**src/rtl/rose_ack_gen.sv**
```systemverilog
// Rise detector and delayed acknowledge generator: answers each sampled rise of
// signal_0 with a PULSE_W-cycle high on signal_1, DELAY sampling edges later.
// Optional rise statistics counter enabled by defining ROSE_ACK_STATS_EN.
module rose_ack_gen #(
  parameter int DELAY   = 2,
  parameter int PULSE_W = 1
) (
  input  logic       clk,
  input  logic       rst,
  input  logic       en,
  input  logic       signal_0,
  output logic       signal_1,
  output logic       rise_det,
  output logic [3:0] inflight,
  output logic [7:0] rise_cnt
);

  localparam logic [3:0] PULSE_LOAD = 4'(PULSE_W);
  localparam logic [3:0] INFL_MAX   = 4'(DELAY);

  logic       s0_q;
  logic       rise;
  logic       flag_exit;
  logic [3:0] pulse_cnt_q;
  logic [3:0] pulse_cnt_d;
  logic [3:0] inflight_d;

  assign rise = en && signal_0 && !s0_q;

  // The last delay stage is the pulse counter load itself, so only DELAY-1
  // flag registers are needed ahead of it; DELAY=1 loads straight from the rise.
  generate
    if (DELAY == 1) begin : g_no_line
      assign flag_exit = rise;
    end else begin : g_line
      logic [DELAY-2:0] line_q;

      // NOTE: the delay line is a handful of flops, not a RAM, so it is reset
      // along with everything else; stale flags must never survive a reset.
      always_ff @(posedge clk) begin
        if (rst) begin
          line_q <= '0;
        end else begin
          line_q <= (line_q << 1) | (DELAY - 1)'(rise);
        end
      end

      assign flag_exit = line_q[DELAY-2];
    end
  endgenerate

  // NOTE: every signal written here gets a default first, so no path leaves it
  // unassigned and no latch is inferred.
  always_comb begin
    pulse_cnt_d = pulse_cnt_q;
    inflight_d  = inflight;
    if (flag_exit) begin
      pulse_cnt_d = PULSE_LOAD;
    end else if (pulse_cnt_q != 4'd0) begin
      pulse_cnt_d = pulse_cnt_q - 4'd1;
    end
    if (rise && !flag_exit && inflight != INFL_MAX) begin
      inflight_d = inflight + 4'd1;
    end else if (flag_exit && !rise && inflight != 4'd0) begin
      inflight_d = inflight - 4'd1;
    end
  end

  // NOTE: state is updated with non-blocking assignments so every register
  // samples the pre-edge values regardless of statement order.
  always_ff @(posedge clk) begin
    if (rst) begin
      s0_q        <= 1'b0;
      rise_det    <= 1'b0;
      pulse_cnt_q <= 4'd0;
      signal_1    <= 1'b0;
      inflight    <= 4'd0;
    end else begin
      s0_q        <= signal_0;
      rise_det    <= rise;
      pulse_cnt_q <= pulse_cnt_d;
      signal_1    <= (pulse_cnt_d != 4'd0);
      inflight    <= inflight_d;
    end
  end

`ifdef ROSE_ACK_STATS_EN
  logic [7:0] rise_cnt_q;

  always_ff @(posedge clk) begin
    if (rst) begin
      rise_cnt_q <= 8'd0;
    end else if (rise && rise_cnt_q != 8'hFF) begin
      rise_cnt_q <= rise_cnt_q + 8'd1;
    end
  end

  assign rise_cnt = rise_cnt_q;
`else
  assign rise_cnt = 8'd0;
`endif

endmodule

```
**config.mk**
```make
export PLATFORM = sky130hd
export DESIGN_NAME = rose_ack_gen
export DESIGN_NICKNAME = d
export VERILOG_FILES = /design/src/rtl/rose_ack_gen.sv
export SDC_FILE = /design/constraint.sdc
export NUM_CORES = 1
export LEC_CHECK = 0
export ABC_AREA = 1
export ABC_CLOCK_PERIOD_IN_PS = 2130
export CORE_MARGIN = 2
export CORE_UTILIZATION = 46
export DETAILED_ROUTE_END_ITERATION = 12
export PLACE_DENSITY = 0.77
export SLEW_MARGIN = 20
export SYNTH_ARGS = -nofsm -noshare
export SYNTH_HDL_FRONTEND = slang
export SYNTH_SLANG_ARGS = --single-unit
```
**constraint.sdc**
```tcl
create_clock -name clk -period 2.13 [get_ports clk]
set_clock_uncertainty 0.2 [all_clocks]
set_input_delay 0.213 -clock clk [delete_from_list [all_inputs] [get_ports clk]]
set_output_delay 0.213 -clock clk [all_outputs]
set_load 0.02 [all_outputs]
```
---- Yosys cells after proc, flatten, opt, wreduce, memory -nomap -nowiden ----
Index checks and enable logic that the tools add are counted.
storage, ports and cells
  RAM bits ................................ 0
  ROM bits ................................ 0
  bits of input ports ..................... 4
  word-level logic and storage cells ...... 26
  latch bits .............................. 0
  output and inout bits ................... 14
  bits in registers ....................... 11
  memories ................................ 0
operators by class
  shifts and indexed selects .............. 0
  reductions and logical operators ........ 13
  magnitude comparators ................... 0
  divide/modulo/power cells ............... 0
  equal/unequal tests ..................... 1
  bitwise logic cells ..................... 0
  $mul .................................... 0
  $add $sub $neg .......................... 3
  muxes and demuxes ....................... 4
operators with widths
  cell                 count
  $mux 4               4
  $reduce_bool 4->1    3
  $sub 4x1->4 const B  2
  $logic_and 1x1->1    6
  $add 4x1->4 const B  1
  $ne 4x2->1 const B   1
  $logic_not 1->1      3
  $reduce_bool 2->1    1

---- Depth between registers and ports, before layout ----
Gate-level depths: netlist (run 1).
  depth in word-level cells ............... 7
  mapped depth ............................ 13
  gate-level depth less buffers ........... 13

---- Worst setup path before layout (run 1) ----
Ideal clock, no wire load.
  path kind ............................... register to register
  from .................................... register inflight[0]
  to ...................................... register inflight[3]
  arrival time ............................ 1.634 ns
  stages on the path, launching flop included .. 13
  library setup time ...................... 0.110 ns
  period minus slack after synthesis ...... 1.944 ns
  slack ................................... 0.186 ns
  data required time ...................... 1.820 ns
  buffers on the path ..................... 0
  cells stage by stage .................... dfxtp_1 inv_2 nand3_2 nand2_4 ha_1 nand2_1 nand2_1 nor2_1 nand3_1 nand3_2 nand2_1 inv_1 nor2_1
on the way
  longest elaborated chain between the ends .. 3
  elaborated cells between the ends (all ways) .. 9
  classes of those cells .................. 2 x add/sub; 1 x eq/ne; 2 x mux; 4 x reduce/logical
ends and longest elaborated chain
  what                                                RTL line  source
  from (decl)                                         14        output logic [3:0] inflight,
  from (signal assigned)                              83        inflight <= inflight_d;
  $sub 4x1->4 (tied with other cells)                 65        inflight_d = inflight - 4'd1;
  $mux 4 (tied with other cells)                      64        end else if (flag_exit && !rise && inflight != 4'd0) begin
  $mux 4 / $reduce_bool 2->1 (equally long branches)  n/a
Parallel ways exist; a longest one is shown, timed or not. The select of a mux whose other input is x is not followed.
A chain may end at the register's enable or synchronous reset.

---- Worst setup path after layout (run 1) ----
  from .................................... input signal_0
  to ...................................... register inflight[3]
on the way
  longest elaborated chain between the ends .. 6
  elaborated cells between the ends (all ways) .. 9
  classes of those cells .................. 1 x mux; 8 x reduce/logical
ends and longest elaborated chain
  what                                RTL line  source
  from (decl)                         11        input logic signal_0,
  $logic_and 1x1->1 (*) (2 in a row)  28        assign rise = en && signal_0 && !s0_q;
  $logic_not 1->1                     64
  $logic_and 1x1->1 (2 in a row)      64
  $reduce_bool 2->1 (no line)         n/a
Every way passes the cells marked *; elsewhere a longest branch is shown, timed or not.

==> qor.csv, run 1 <==
stage;metric;value;unit
outcome;outcome;finished, final reports clean;
place;globalplace.congestion;0.798;
grt;first_global_vias;541;
die;die_w;42.5;um
worst_setup_path;worst_setup_path_endpoint;inflight[3];
sta;finalSetupViolations;0;
final_layout;num_antenna_cells;0;
sta;hold_violations;0;
synthesis;synthAdderAreaFrac;0.0842;
grt;grtUsageTotal;0.167;
worst_setup_path;rrSetupSlack;0.23;ns
worst_setup_path;critical_path_cell_count;13;
cts;cts.path.max_buffers;2;
worst_setup_path;critical_path.slowest_cell;clkdlybuf4s50_1;
synthesis;postSynth.asyncResetShare;0;
route;number_of_drc_markers_in_iteration_0;6;
synthesis;dominantRegCellSynth;dfxtp_1;
sta;timing.final.max_slew_violations;0;
final_layout;num-nets-final;118;
route;vias_per_cell;4.90;
worst_setup_path;critical_path.n_buffers_inverters;2;
sta;fin_crit_sh;0.912;
pwr;peakVddDrop;0.597;mV
worst_setup_path;path_class;primary input to flip-flop;
worst_setup_path;timing.critical_path.fanout_max;4;
worst_setup_path;timing.critical_path.to_type;flip-flop;
synthesis;synth-xor-area-share;0.0256;
synthesis;post_synth_mux_area_share;0;
final_layout;syn2layout_area_growth;20.9;%
pwr;static-leakage-power;0.000394;uW
synthesis;number_of_flops_mapped_to_enable_cells_by_yosys;0;
worst_setup_path;worst-endpoint-required;2.11;ns
cts;cts_root_buffer;clkbuf_4;
die;io_pins;18;
die;initial_utilization;0.506;
synthesis;synth_seq_area_share;0.322;
place;place.detailed.instances;120;
worst_setup_path;crit-reg2reg-capture;inflight[3];
grt;grt_pass1_wl;2250;um
worst_setup_path;reg2reg_from;inflight[2];
route;vias;607;
synthesis;number_of_synthesized_register_bits;11;
grt;grt_start_max_net_pins;9;
final_layout;fill_cells;127;
min_path;hold_class;primary input to flip-flop;
synthesis;netlist_instances;92;
synthesis;synth_compound_gate_area_share;0.0659;
worst_setup_path;cp_data_arrival_time;1.92;ns
die;design.die.area;1810;um^2
die;row_count;13;
route;detail_route.wirelength;1280;um
route;detail-route-antenna-nets;0;
route;routed_wire_length_per_instance;10.3;um
cts;cts_resized;0;
synthesis;synth.cell_area;683;um^2
grt;grt_antenna_before_repair;0;
synthesis;yosys.cell_types.count;21;
synthesis;main_combinational_cell_family_by_area_after_synthesis;simple AND/OR/NAND/NOR gates;
worst_setup_path;critPathLaunch;signal_0;
place;dp.final_hpwl;991;um
sta;rsz0062_at_grt;false;
final_layout;drive_gt1_frac;0.183;
route;drtPass1Iterations;4;
synthesis;avgSynthCellArea;7.43;um^2
final_layout;post_layout_nonfiller_instances;124;
cts;cts-buffers-inserted;3;
sta;final.hold.worst_slack;0.307;ns
sta;tns;0;ns
worst_setup_path;worst_path_largest_cell_delay;0.49;ns
cts;hold_buffers;0;
cts;post_cts_buffers;0;
cts;tritoncts_clock_tree;built;
pwr;cellPowerDensity;1050;nW/um^2
route;drt_drc_violations_left;0;
synthesis;synth_simple_gate_area_frac;0.337;
die;die_height;42.5;um
cts;clock_latency;0.27;ns
synthesis;yosysWarningCount;0;
final_layout;seq_area;220;um^2
cts;clk_pin_slew;0.07;ns
final_layout;multiInputGateArea;380;um^2
grt;grt_overflow;0;
worst_setup_path;crit_top_cell;nand2_1;
run;cap_viol_max_count;0;
place;port_buffers;9;
worst_setup_path;rr_worst_depth;12;
worst_setup_path;critPathLaunchType;primary input;
sta;fmax;515;MHz
worst_setup_path;timing.critical_path.cells;clkdlybuf4s50_1, nand3_2, nor2_4, nand2_4, ha_1, nand2_1, nand2_1, nor2_1, nand3_1, nand3_2, nand2_1, inv_1, nor2_1;
cts;h-tree-depth;1;
cts;clock_sink_count;11;
sta;clock_period_minus_final_worst_setup_slack;1.94;ns
worst_setup_path;path_delay_family;simple AND/OR/NAND/NOR gates;
die;core;1350;um^2
[state kept, by name (all words and copies together), names as in the netlist]
| name | flops |
|---|---|
| inflight | 4 |
| pulse_cnt_q | 4 |
| s0_q | 1 |
| rise_det | 1 |
| signal_1 | 1 |
[Yosys cell counts, drive strengths merged, types with 3 or more instances]
cell type,number,share of area
a21oi,4,0.029
dfxtp,11,0.32
ha,3,0.055
nand2,13,0.093
nand3,11,0.12
buf,8,0.088
inv,12,0.066
o21ai,5,0.037
nor2,18,0.11
[area by class of cell]
| type | instances | share of cell area |
|---|---|---|
| Multi-Input combinational cell | 67 | 0.461 |
| Sequential cell | 11 | 0.267 |
| Timing Repair Buffer | 15 | 0.164 |
| Inverter | 12 | 0.0545 |
| Clock buffer | 4 | 0.0318 |
| Tap cell | 15 | 0.0227 |
[cells in the final DEF (no fill, tap or decap), drive strengths merged]
cell and instances:
clkbuf 4, buf 6, nor2 18, nor3 1
dfxtp 11, clkdlybuf4s50 9, xor2 1, o21ai 5
xnor2 1, a21oi 4, nand3 11, inv 12
conb 8, ha 3, fa 1, nand4 1
nand2 13
[cells by family (layout without fill, tap and decap cells)]
family / after synthesis / in the layout
adders and majority gates: 4 / 4
and+or+nand+nor: 44 / 44
other: 1 / 8
xor gates and xnor gates: 2 / 2
buffers and inverters: 21 / 31
AOI/OAI and AO/OA: 9 / 9
DFF: 11 / 11
[per-layer routing]
metal  track usage  vias to the layer above  part of all wire
li1              -                      308                 -
met1         0.186                      278              0.40
met2         0.277                       17              0.53
met3        0.0647                        4             0.053
met4        0.0813                        0             0.016
met5             0                        -                 0
[through the flow]
step | util | worst slack [ns] | total power (uW) | area (um^2)
floorplan | - | 0.186 | 628 | 709
detailed placement | 0.592 | -0.117 | 728 | 800
CTS | 0.612 | 0.174 | 875 | 826
finish | 0.612 | 0.187 | 866 | 826
global route | 0.612 | 0.0608 | 954 | 826
global placement | 0.592 | -0.0732 | 708 | 800
[worst min-delay path by stage]
stage	startpoint	endpoint	slack [ns]	cells past startpoint
CTS	signal_0	s0_q	0.31	3
detailed placement	pulse_cnt_q[1]	pulse_cnt_q[1]	0.33	2
floorplan	signal_0	s0_q	0.12	2
finish	signal_0	s0_q	0.31	3
global placement	pulse_cnt_q[1]	pulse_cnt_q[1]	0.33	2
global route	signal_0	s0_q	0.30	3
[report_power, final]
| part | internal (uW) | switching [uW] | leakage (uW) |
|---|---|---|---|
| Sequential | 258 | 27.5 | 0.0000910 |
| Combinational | 175 | 262 | 0.000288 |
| Clock | 72.6 | 71.0 | 0.0000150 |
[tightest hold or removal path, cell delays in order]
cell and delay, ns:
clkdlybuf4s50_1 0.43, inv_1 0.06, nor2_1 0.03
(Power assumes the default switching activity.)
==> inputs of run 2 (changes only) <==
--- a/config.mk
+++ b/config.mk
@@ -11,7 +11,7 @@
 export CORE_UTILIZATION = 46
 export DETAILED_ROUTE_END_ITERATION = 12
 export PLACE_DENSITY = 0.77
-export SLEW_MARGIN = 20
+export SLEW_MARGIN = 0
 export SYNTH_ARGS = -nofsm -noshare
 export SYNTH_HDL_FRONTEND = slang
 export SYNTH_SLANG_ARGS = --single-unit
==> results of run 2 <==
Same layout as run 1: the final DEF is identical, and so are final timing and power.
==> inputs of run 3 (changes only) <==
--- a/config.mk
+++ b/config.mk
@@ -10,6 +10,7 @@
 export CORE_MARGIN = 2
 export CORE_UTILIZATION = 46
 export DETAILED_ROUTE_END_ITERATION = 12
+export GPL_TIMING_DRIVEN = 0
 export PLACE_DENSITY = 0.77
 export SLEW_MARGIN = 0
 export SYNTH_ARGS = -nofsm -noshare
==> run 3 against run 2 <==
First-iteration DRC count up 17%. Global-route usage down 2.8 points. Critical path type unchanged. Highest routed layer unchanged. Power up 0.25%. Sequential share of layout area down 0.71 points. Setup slack worse by 0.075 ns. Final cell count up 1.6%.
==> qor.csv, run 3 (same netlist as run 1, synthesis figures left out) <==
stage;metric;value;unit;change
worst_setup_path;rr_worst_depth;11;;was 12
worst_setup_path;reg2reg_from;inflight[2];;unchanged
sta;tns;0;ns;unchanged
worst_setup_path;cp_data_arrival_time;1.99;ns;was 1.92 ns
final_layout;syn2layout_area_growth;24.2;%;was 20.9%
worst_setup_path;rrSetupSlack;0.16;ns;was 0.23 ns
worst_setup_path;path_class;primary input to flip-flop;;unchanged
place;port_buffers;8;;was 9
cts;clock_latency;0.27;ns;about the same
cts;clock_sink_count;11;;unchanged
cts;tritoncts_clock_tree;built;;unchanged
worst_setup_path;crit-reg2reg-capture;inflight[3];;unchanged
worst_setup_path;timing.critical_path.to_type;flip-flop;;unchanged
final_layout;num_antenna_cells;0;;unchanged
grt;first_global_vias;488;;was 541
final_layout;layout_common_cells;nor2_1, nand2_1, dfxtp_1;;unchanged
place;dp.final_hpwl;899;um;was 991 um
final_layout;top_regs;inflight: 4 flops, pulse_cnt_q: 4 flops;;unchanged
pwr;cellPowerDensity;1020;nW/um^2;was 1050 nW/um^2
place;place_worst_setup_slack;-0.178;ns;was -0.117 ns
sta;clock_period_minus_final_worst_setup_slack;2.02;ns;was 1.94 ns
final_layout;final_common_cell;nor2_1;;unchanged
cts;cts_root_buffer;clkbuf_4;;unchanged
die;design.die.area;1810;um^2;unchanged
final_layout;fill_cells;121;;was 127
sta;fin_crit_sh;0.947;;was 0.912
worst_setup_path;worst-endpoint-required;2.10;ns;was 2.11 ns
pwr;finalPower;868;uW;was 866 uW
route;routed_wire_length_per_instance;9.43;um;was 10.3 um
cts;cts_resized;0;;unchanged
grt;grt_start_max_net_pins;9;;unchanged
pwr;static-leakage-power;0.000410;uW;was 0.000394 uW
grt;grt_antenna_before_repair;0;;unchanged
sta;fmax;496;MHz;was 515 MHz
die;row_count;13;;unchanged
place;globalplace.congestion;0.752;;was 0.798
final_layout;num-nets-final;120;;was 118
final_layout;drive_gt1_frac;0.216;;was 0.183
run;cap_viol_max_count;0;;unchanged
die;core;1350;um^2;unchanged
final_layout;stdcell_area;848;um^2;was 826 um^2
place;placement.cell_area;808;um^2;was 800 um^2
min_path;hold_class;primary input to flip-flop;;unchanged
sta;hold_violations;0;;unchanged
die;initial_utilization;0.506;;unchanged
route;number_of_drc_markers_in_iteration_0;7;;was 6
sta;finalWorstSetupSlack;0.112;ns;was 0.187 ns
route;drt_drc_violations_left;0;;unchanged
cts;clk_pin_slew;0.07;ns;about the same
die;io_pins;18;;unchanged
sta;timing.final.max_slew_violations;0;;unchanged
min_path;hp-start;rst;;was signal_0
route;vias_per_cell;4.60;;was 4.90
sta;finalSetupViolations;0;;unchanged
final_layout;final_core_utilization;0.628;;was 0.612
worst_setup_path;timing.critical_path.fanout_max;7;;was 4
cts;cts.path.max_buffers;2;;unchanged
route;detail_route.wirelength;1190;um;was 1280 um
die;die_height;42.5;um;unchanged
grt;grtUsageTotal;0.140;;was 0.167
grt;grt_pass1_wl;1970;um;was 2250 um
pwr;peakVddDrop;0.616;mV;was 0.597 mV
outcome;outcome;finished, final reports clean;;unchanged
grt;grt_overflow;0;;unchanged
cts;h-tree-depth;1;;unchanged
route;vias;579;;was 607
die;die_w;42.5;um;unchanged
cts;hold_buffers;0;;unchanged
cts;cts-buffers-inserted;3;;unchanged
cts;post_cts_buffers;0;;unchanged
min_path;whs_endpoint;pulse_cnt_q[0];;was s0_q
route;drtPass1Iterations;4;;unchanged
worst_setup_path;critPathLaunchType;primary input;;unchanged
min_path;worst_hold_path.num_cells;2;;was 3
route;detail-route-antenna-nets;0;;unchanged
## run 3: per-layer routing
| layer | wire [um] | vias up | global-route usage |
|---|---|---|---|
| met4 | 21 | 0 | 0.0563 |
| met2 | 600 | 13 | 0.240 |
| li1 | - | 312 | - |
| met5 | 0 | - | 0 |
| met1 | 513 | 251 | 0.169 |
| met3 | 53 | 3 | 0.0259 |
## run 3: worst max path at each step
stage	startpoint	endpoint	slack, ns	cells after the start
after floorplan	inflight[0]	inflight[3]	0.19	12
after CTS	signal_0	inflight[3]	0.06	13
after global routing	inflight[2]	inflight[3]	-0.01	11
final	signal_0	inflight[3]	0.11	11
after detailed placement	signal_0	inflight[3]	-0.18	13
after global placement	signal_0	inflight[3]	-0.14	13
## run 3: critical path, stage by stage
cell             delay [ns]
clkdlybuf4s50_1        0.49
nand3_2                0.13
nor2_4                 0.13
nand2_4                0.10
ha_1                   0.30
nand3_1                0.09
nand3_1                0.10
o21ai_1                0.17
nand3_1                0.11
nand2_1                0.09
nor2_1                 0.05
## run 3: layout make-up
| class | count | area, um^2 | area share |
|---|---|---|---|
| multi-input combinational | 67 | 393 | 0.463 |
| sequential | 11 | 220 | 0.260 |
| timing repair buffer | 8 | 80.1 | 0.0944 |
| buffer | 9 | 63.8 | 0.0752 |
| inverter | 12 | 45.0 | 0.0531 |
| clock buffer | 3 | 22.5 | 0.0265 |
| tap | 15 | 18.8 | 0.0221 |
| clock inverter | 1 | 5.00 | 0.00590 |
## run 3: power by group
group	switching [uW]	leakage, uW	internal (uW)
combinational	261	0.000301	173
clock	71.5	0.0000177	69.7
sequential	34.5	0.0000910	258
total	367	0.000410	501
## run 3: per-stage QoR
stage / std cells / hold slack (ns)
CTS: 126 / 0.0672
floorplan: 99 / 0.120
detailed placement: 122 / 0.336
global placement: 122 / 0.320
finish: 126 / 0.0601
global route: 126 / 0.104
